===== src/rtl/halfband_decim_tdm.sv =====
// Time-multiplexed halfband decimate-by-2 FIR: one shared pre-add/multiply/accumulate
// datapath serves NUM_CH interleaved channels, with valid/ready on both sides.
module halfband_decim_tdm #(
  parameter int unsigned DATA_W    = 16,
  parameter int unsigned COEF_W    = 25,
  parameter int unsigned ACC_W     = 48,
  parameter int unsigned NUM_CH    = 4,
  parameter int unsigned K         = 3,
  parameter int unsigned OUT_SHIFT = 3,
  localparam int unsigned CH_W     = (NUM_CH > 1) ? $clog2(NUM_CH) : 1,
  localparam int unsigned CA_W     = $clog2(K + 1)
) (
  input  logic                     clk,
  input  logic                     rst,
  input  logic                     in_valid,
  output logic                     in_ready,
  input  logic [CH_W-1:0]          in_ch,
  input  logic signed [DATA_W-1:0] x_in,
  input  logic                     coef_we,
  input  logic [CA_W-1:0]          coef_addr,
  input  logic signed [COEF_W-1:0] coef_data,
  output logic                     out_valid,
  input  logic                     out_ready,
  output logic [CH_W-1:0]          out_ch,
  output logic signed [ACC_W-1:0]  y_out
);

  localparam int unsigned TAPS  = 4 * K - 1;
  localparam int unsigned J_W   = (K > 1) ? $clog2(K) : 1;
  localparam int unsigned PRE_W = DATA_W + 1;
  localparam int unsigned PRD_W = PRE_W + COEF_W;

  typedef enum logic [1:0] {IDLE, PAIR, CENTER, OUT} state_t;

  state_t                    r_state;
  logic signed [DATA_W-1:0]  r_dly [NUM_CH][TAPS];
  logic [NUM_CH-1:0]         r_phase;
  logic signed [COEF_W-1:0]  r_coef [K+1];
  logic signed [ACC_W-1:0]   r_acc;
  logic signed [ACC_W-1:0]   r_prod;
  logic signed [ACC_W-1:0]   r_y;
  logic [CH_W-1:0]           r_ch;
  logic [CH_W-1:0]           r_out_ch;
  logic [J_W-1:0]            r_j;
  logic                      r_last;
  logic                      r_in_ready;
  logic                      r_out_valid;

  logic signed [DATA_W-1:0]  w_a;
  logic signed [DATA_W-1:0]  w_b;
  logic signed [COEF_W-1:0]  w_c;
  logic signed [PRE_W-1:0]   w_pre;
  logic signed [PRD_W-1:0]   w_prd;
  logic signed [ACC_W-1:0]   w_prd_ext;
  logic signed [ACC_W-1:0]   w_sum;

  assign in_ready  = r_in_ready;
  assign out_valid = r_out_valid;
  assign out_ch    = r_out_ch;
  assign y_out     = r_y;

  // Tap-pair / centre-tap selection for the latched channel, then pre-add and multiply
  always_comb begin
    w_a = '0;
    w_b = '0;
    w_c = '0;
    for (int c = 0; c < NUM_CH; c++) begin
      if (r_ch == CH_W'(c)) begin
        if (r_state == CENTER) begin
          w_a = r_dly[c][2*K-1];
          w_c = r_coef[K];
        end else begin
          for (int j = 0; j < K; j++) begin
            if (r_j == J_W'(j)) begin
              w_a = r_dly[c][2*j];
              w_b = r_dly[c][TAPS-1-2*j];
              w_c = r_coef[j];
            end
          end
        end
      end
    end
    w_pre     = PRE_W'(w_a) + PRE_W'(w_b);
    w_prd     = PRD_W'(w_pre) * PRD_W'(w_c);
    w_prd_ext = ACC_W'(w_prd);
    w_sum     = r_acc + r_prod;
  end

  // Control FSM; the product register splits multiply from accumulate, so CENTER
  // spends a second cycle draining the last product before the result is presented.
  always_ff @(posedge clk) begin
    if (rst) begin
      r_state <= IDLE;
      for (int c = 0; c < NUM_CH; c++) begin
        for (int t = 0; t < TAPS; t++) begin
          r_dly[c][t] <= '0;
        end
      end
      for (int i = 0; i <= K; i++) begin
        r_coef[i] <= '0;
      end
      r_phase     <= '0;
      r_acc       <= '0;
      r_prod      <= '0;
      r_y         <= '0;
      r_ch        <= '0;
      r_out_ch    <= '0;
      r_j         <= '0;
      r_last      <= 1'b0;
      r_in_ready  <= 1'b1;
      r_out_valid <= 1'b0;
    end else begin
      case (r_state)
        IDLE: begin
          if (coef_we) begin
            for (int i = 0; i <= K; i++) begin
              if (coef_addr == CA_W'(i)) begin
                r_coef[i] <= coef_data;
              end
            end
          end
          if (in_valid) begin
            for (int c = 0; c < NUM_CH; c++) begin
              if (in_ch == CH_W'(c)) begin
                for (int t = TAPS - 1; t > 0; t--) begin
                  r_dly[c][t] <= r_dly[c][t-1];
                end
                r_dly[c][0] <= x_in;
                r_phase[c]  <= ~r_phase[c];
                if (r_phase[c]) begin
                  r_ch       <= CH_W'(c);
                  r_acc      <= '0;
                  r_prod     <= '0;
                  r_j        <= '0;
                  r_in_ready <= 1'b0;
                  r_state    <= PAIR;
                end
              end
            end
          end
        end
        PAIR: begin
          r_prod <= w_prd_ext;
          r_acc  <= w_sum;
          r_j    <= r_j + J_W'(1);
          r_last <= 1'b0;
          if (r_j == J_W'(K - 1)) begin
            r_state <= CENTER;
          end
        end
        CENTER: begin
          if (!r_last) begin
            r_prod <= w_prd_ext;
            r_acc  <= w_sum;
            r_last <= 1'b1;
          end else begin
            r_y         <= w_sum >>> OUT_SHIFT;
            r_out_ch    <= r_ch;
            r_out_valid <= 1'b1;
            r_state     <= OUT;
          end
        end
        OUT: begin
          if (out_ready) begin
            r_out_valid <= 1'b0;
            r_in_ready  <= 1'b1;
            r_state     <= IDLE;
          end
        end
        default: r_state <= IDLE;
      endcase
    end
  end

endmodule

===== config.mk =====
export PLATFORM = sky130hd
export DESIGN_NAME = halfband_decim_tdm
export DESIGN_NICKNAME = d
export VERILOG_FILES = /design/src/rtl/halfband_decim_tdm.sv
export SDC_FILE = /design/constraint.sdc
export NUM_CORES = 2
export LEC_CHECK = 0
export CAP_MARGIN = 40
export CORE_AREA = 2 2 336 338
export DETAILED_ROUTE_END_ITERATION = 7
export DIE_AREA = 0 0 338 340
export GPL_TIMING_DRIVEN = 0
export PLACE_DENSITY = 0.69
export SLEW_MARGIN = 20
export SYNTH_ARGS = -nofsm -noshare
export SYNTH_HDL_FRONTEND = slang
export SYNTH_SLANG_ARGS = --single-unit

===== constraint.sdc =====
create_clock -name clk -period 42.6 [get_ports clk]
set_input_delay 6.39 -clock clk [delete_from_list [all_inputs] [get_ports clk]]
set_output_delay 6.39 -clock clk [all_outputs]
set_load 0.01 [all_outputs]

==> impl_metrics.csv <==
group,metric,value,unit
timing,skew,0.06257,ns
synthesis,synth_warnings,0,
synthesis,synth_seq_cells,960,
critical_path,critPathKind,"flip-flop to flip-flop",
status,status,"finished with violations",
drt,ant_nets,0,
cells_and_area,synthToLayoutAreaGrowth,12.79,%
timing,maxSlewViolCount,0,
timing,setup_viol,0,
synthesis,syn_area_per_cell,10.93,µm²
drt,first_pass_iters,8,
drt,wl_met1,80460,µm
clock_tree,numCtsBuffers,101,
worst_hold_path,hold_class,"flip-flop to flip-flop",
drt,met3WireLength,22070,µm
clock_tree,clk_latency,0.71,ns
synthesis,syn_nets,5993,
placement,place_ws,28.05,ns
critical_path,critical_path.max_fanout,10,
clock_tree,clk_path_buf_depth,3,
drt,totalWireLength,187700,µm
floorplanning,initial_core_util,52.42,%
synthesis,synth.area.top_cells,"edfxtp_1 (40%), fa_1 (14%), and2_1 (8.8%)",
clock_tree,ctsResizeCount,0,
synthesis,synth_top_area_share,40.46,%
critical_path,start_kind,"flip-flop",
critical_path,crit_path_end_kind,"flip-flop",
floorplanning,die_area,114900,µm²
clock_tree,cts_hold_buf,0,
synthesis,syn_area,58490,µm²
placement,place_area,62580,µm²
synthesis,synth_top_area_cell,"edfxtp_1",
critical_path,cp_slowest_cell,"a32oi_1",
cells_and_area,final_area,65970,µm²
drt,top_layer,"met5",
drt,drt_iter0_drc,5120,
timing,tightest_slew,0.9937,ns
cells_and_area,drive_gt1_share,5.046,%
timing,period_share,34.08,%
timing,fin_crit,14.52,ns
timing,finalSetupTns,0,ns
critical_path,cpMostUsedCell,"fa_1",
synthesis,yosys.cell_types.count,74,
drt,vias,43070,
timing,whs,0.4520,ns
job,drv_cap,0,
clock_tree,cts_tree,"yes",
timing,layout_setup_ws,28.08,ns
global_route,grt_max_degree,111,
synthesis,synth_most_common_cell,"and2_1",
clock_tree,htree_num_levels,3,
placement,dp.final_hpwl,145300,µm
floorplanning,core_area,111600,µm²
timing,max_freq,68.89,MHz
floorplanning,placementRows,123,
synthesis,ys_dominant_reg_cell,"edfxtp_1",
synthesis,ys_seq_area_share,46.34,%
critical_path,cpPeakStageDelay,0.84,ns
critical_path,cp.arrival,15.12,ns
drt,drc,1,
placement,gp_congestion,0.9984,
timing,rsz0062_at_grt,"no",
placement,place.port_buffers,101,
global_route,antenna_found_initial,12,
synthesis,synthCells,5353,
clock_tree,clkTransAtPathRegs,0.06,ns
floorplanning,ios,102,
drt,avgViaCountPerCell,5.956,
timing,final-hold-violation-count,0,
synthesis,synth_common_cells,"and2_1 (819), edfxtp_1 (788), inv_1 (494)",
global_route,grt_overflow_total,0,
cells_and_area,nets,6285,
global_route,grt_pass1_wl,275300,µm
critical_path,required,43.20,ns
critical_path,rrSetupSlack,28.08,ns
synthesis,synthArstFlopShare,0,%
clock_tree,clockRootBuffer,"clkbuf_16",
drt,wl_per_cell,25.95,µm
global_route,grt_pass1_vias,41380,
floorplanning,die_height,340,µm
drt,dr_wl_met2,79610,µm
clock_tree,clock-sinks,960,
status,failed_checks,"design-rule violations",
timing,slew_headroom,33.75,%
floorplanning,dieWidth,338,µm
global_route,grt_use_total,32.91,%
synthesis,synth_edf_count,788,
clock_tree,cts_setup_buffers,0,
## sequential cells by signal, summed over array words and instances (netlist names), 2 cells and up
| register | count |
|---|---|
| out_ch | 2 |
| r_acc | 48 |
| r_ch | 2 |
| r_coef | 100 |
| r_dly | 704 |
| r_j | 2 |
| r_phase | 4 |
| r_prod | 48 |
| r_state | 2 |
| y_out | 45 |
## path summary, 6_finish.rpt
kind                           from                       to  cells past startpoint
max             r_j[0]$_SDFFE_PP0P_  r_prod[37]$_SDFFE_PP0P_                     44
min          y_out[32]$_SDFFE_PP0P_   y_out[32]$_SDFFE_PP0P_                      2
max reg2reg     r_j[0]$_SDFFE_PP0P_  r_prod[37]$_SDFFE_PP0P_                     44
min reg2reg  y_out[32]$_SDFFE_PP0P_   y_out[32]$_SDFFE_PP0P_                      2
## worst max-delay path: cells and delay by family (launching register included)
family / cells / cell delay (ns)
flops: 1 / 0.39
compound gates: 15 / 4.12
buf+inv: 12 / 3.95
simple gates: 7 / 1.40
fa+ha+maj: 10 / 4.58
## stage by stage
step | utilization [%] | cells
global route | 59.11 | 7227
finish | 59.12 | 7231
detailed placement | 56.09 | 7024
floorplan | - | 5353
CTS | 58.96 | 7209
global placement | 55.01 | 6954
## cell usage in the layout, fill, tap and decap left out, types with 47 or more instances in the layout
cell type        instances
nor2_1                 309
clkbuf_1               305
and2_1                 819
clkbuf_16              102
inv_1                  493
dfxtp_1                172
fa_1                   419
a21o_1                  80
edfxtp_1               788
a221o_1                 56
nand3_1                 53
xnor2_1                 47
nand2_1                441
ha_1                   171
clkdlybuf4s50_1        101
a21oi_1                199
a22o_1                  54
mux2i_1                 52
nor3_1                  67
a22oi_1                 91
o21ai_0                208
## logic make-up (layout without fill, tap and decap cells)
kind of cell | Yosys count | count (layout) | synth area share (%)
buf+inv | 823 | 1197 | 5.316
other cells | 0 | 4 | 0
simple gates | 1841 | 1841 | 16.28
mux | 65 | 65 | 1.333
flops | 960 | 960 | 46.34
compound gates | 995 | 995 | 11.54
xor+xnor | 79 | 79 | 1.183
fa+ha+maj | 590 | 590 | 18.00
## metal layers
metal | GRT usage, % | vias to the layer above
met3 | 8.483 | 321
met1 | 49.50 | 21505
met4 | 9.574 | 10
li1 | - | 18963
met2 | 46.95 | 2271
met5 | 0 | -
## cell type report
class	instances	area (µm²)
Fill cell	9267	45610
Inverter	496	1869
Timing Repair Buffer	189	2218
Tap cell	1500	1877
Antenna cell	4	10.01
Clock buffer	131	2681
Sequential cell	960	27110
Clock inverter	54	523.0
Buffer	327	1250
Multi-Input combinational cell	3570	28430
Power is not shown: default switching activity piles up to over one toggle a cycle in this logic, so the estimate is an artifact.
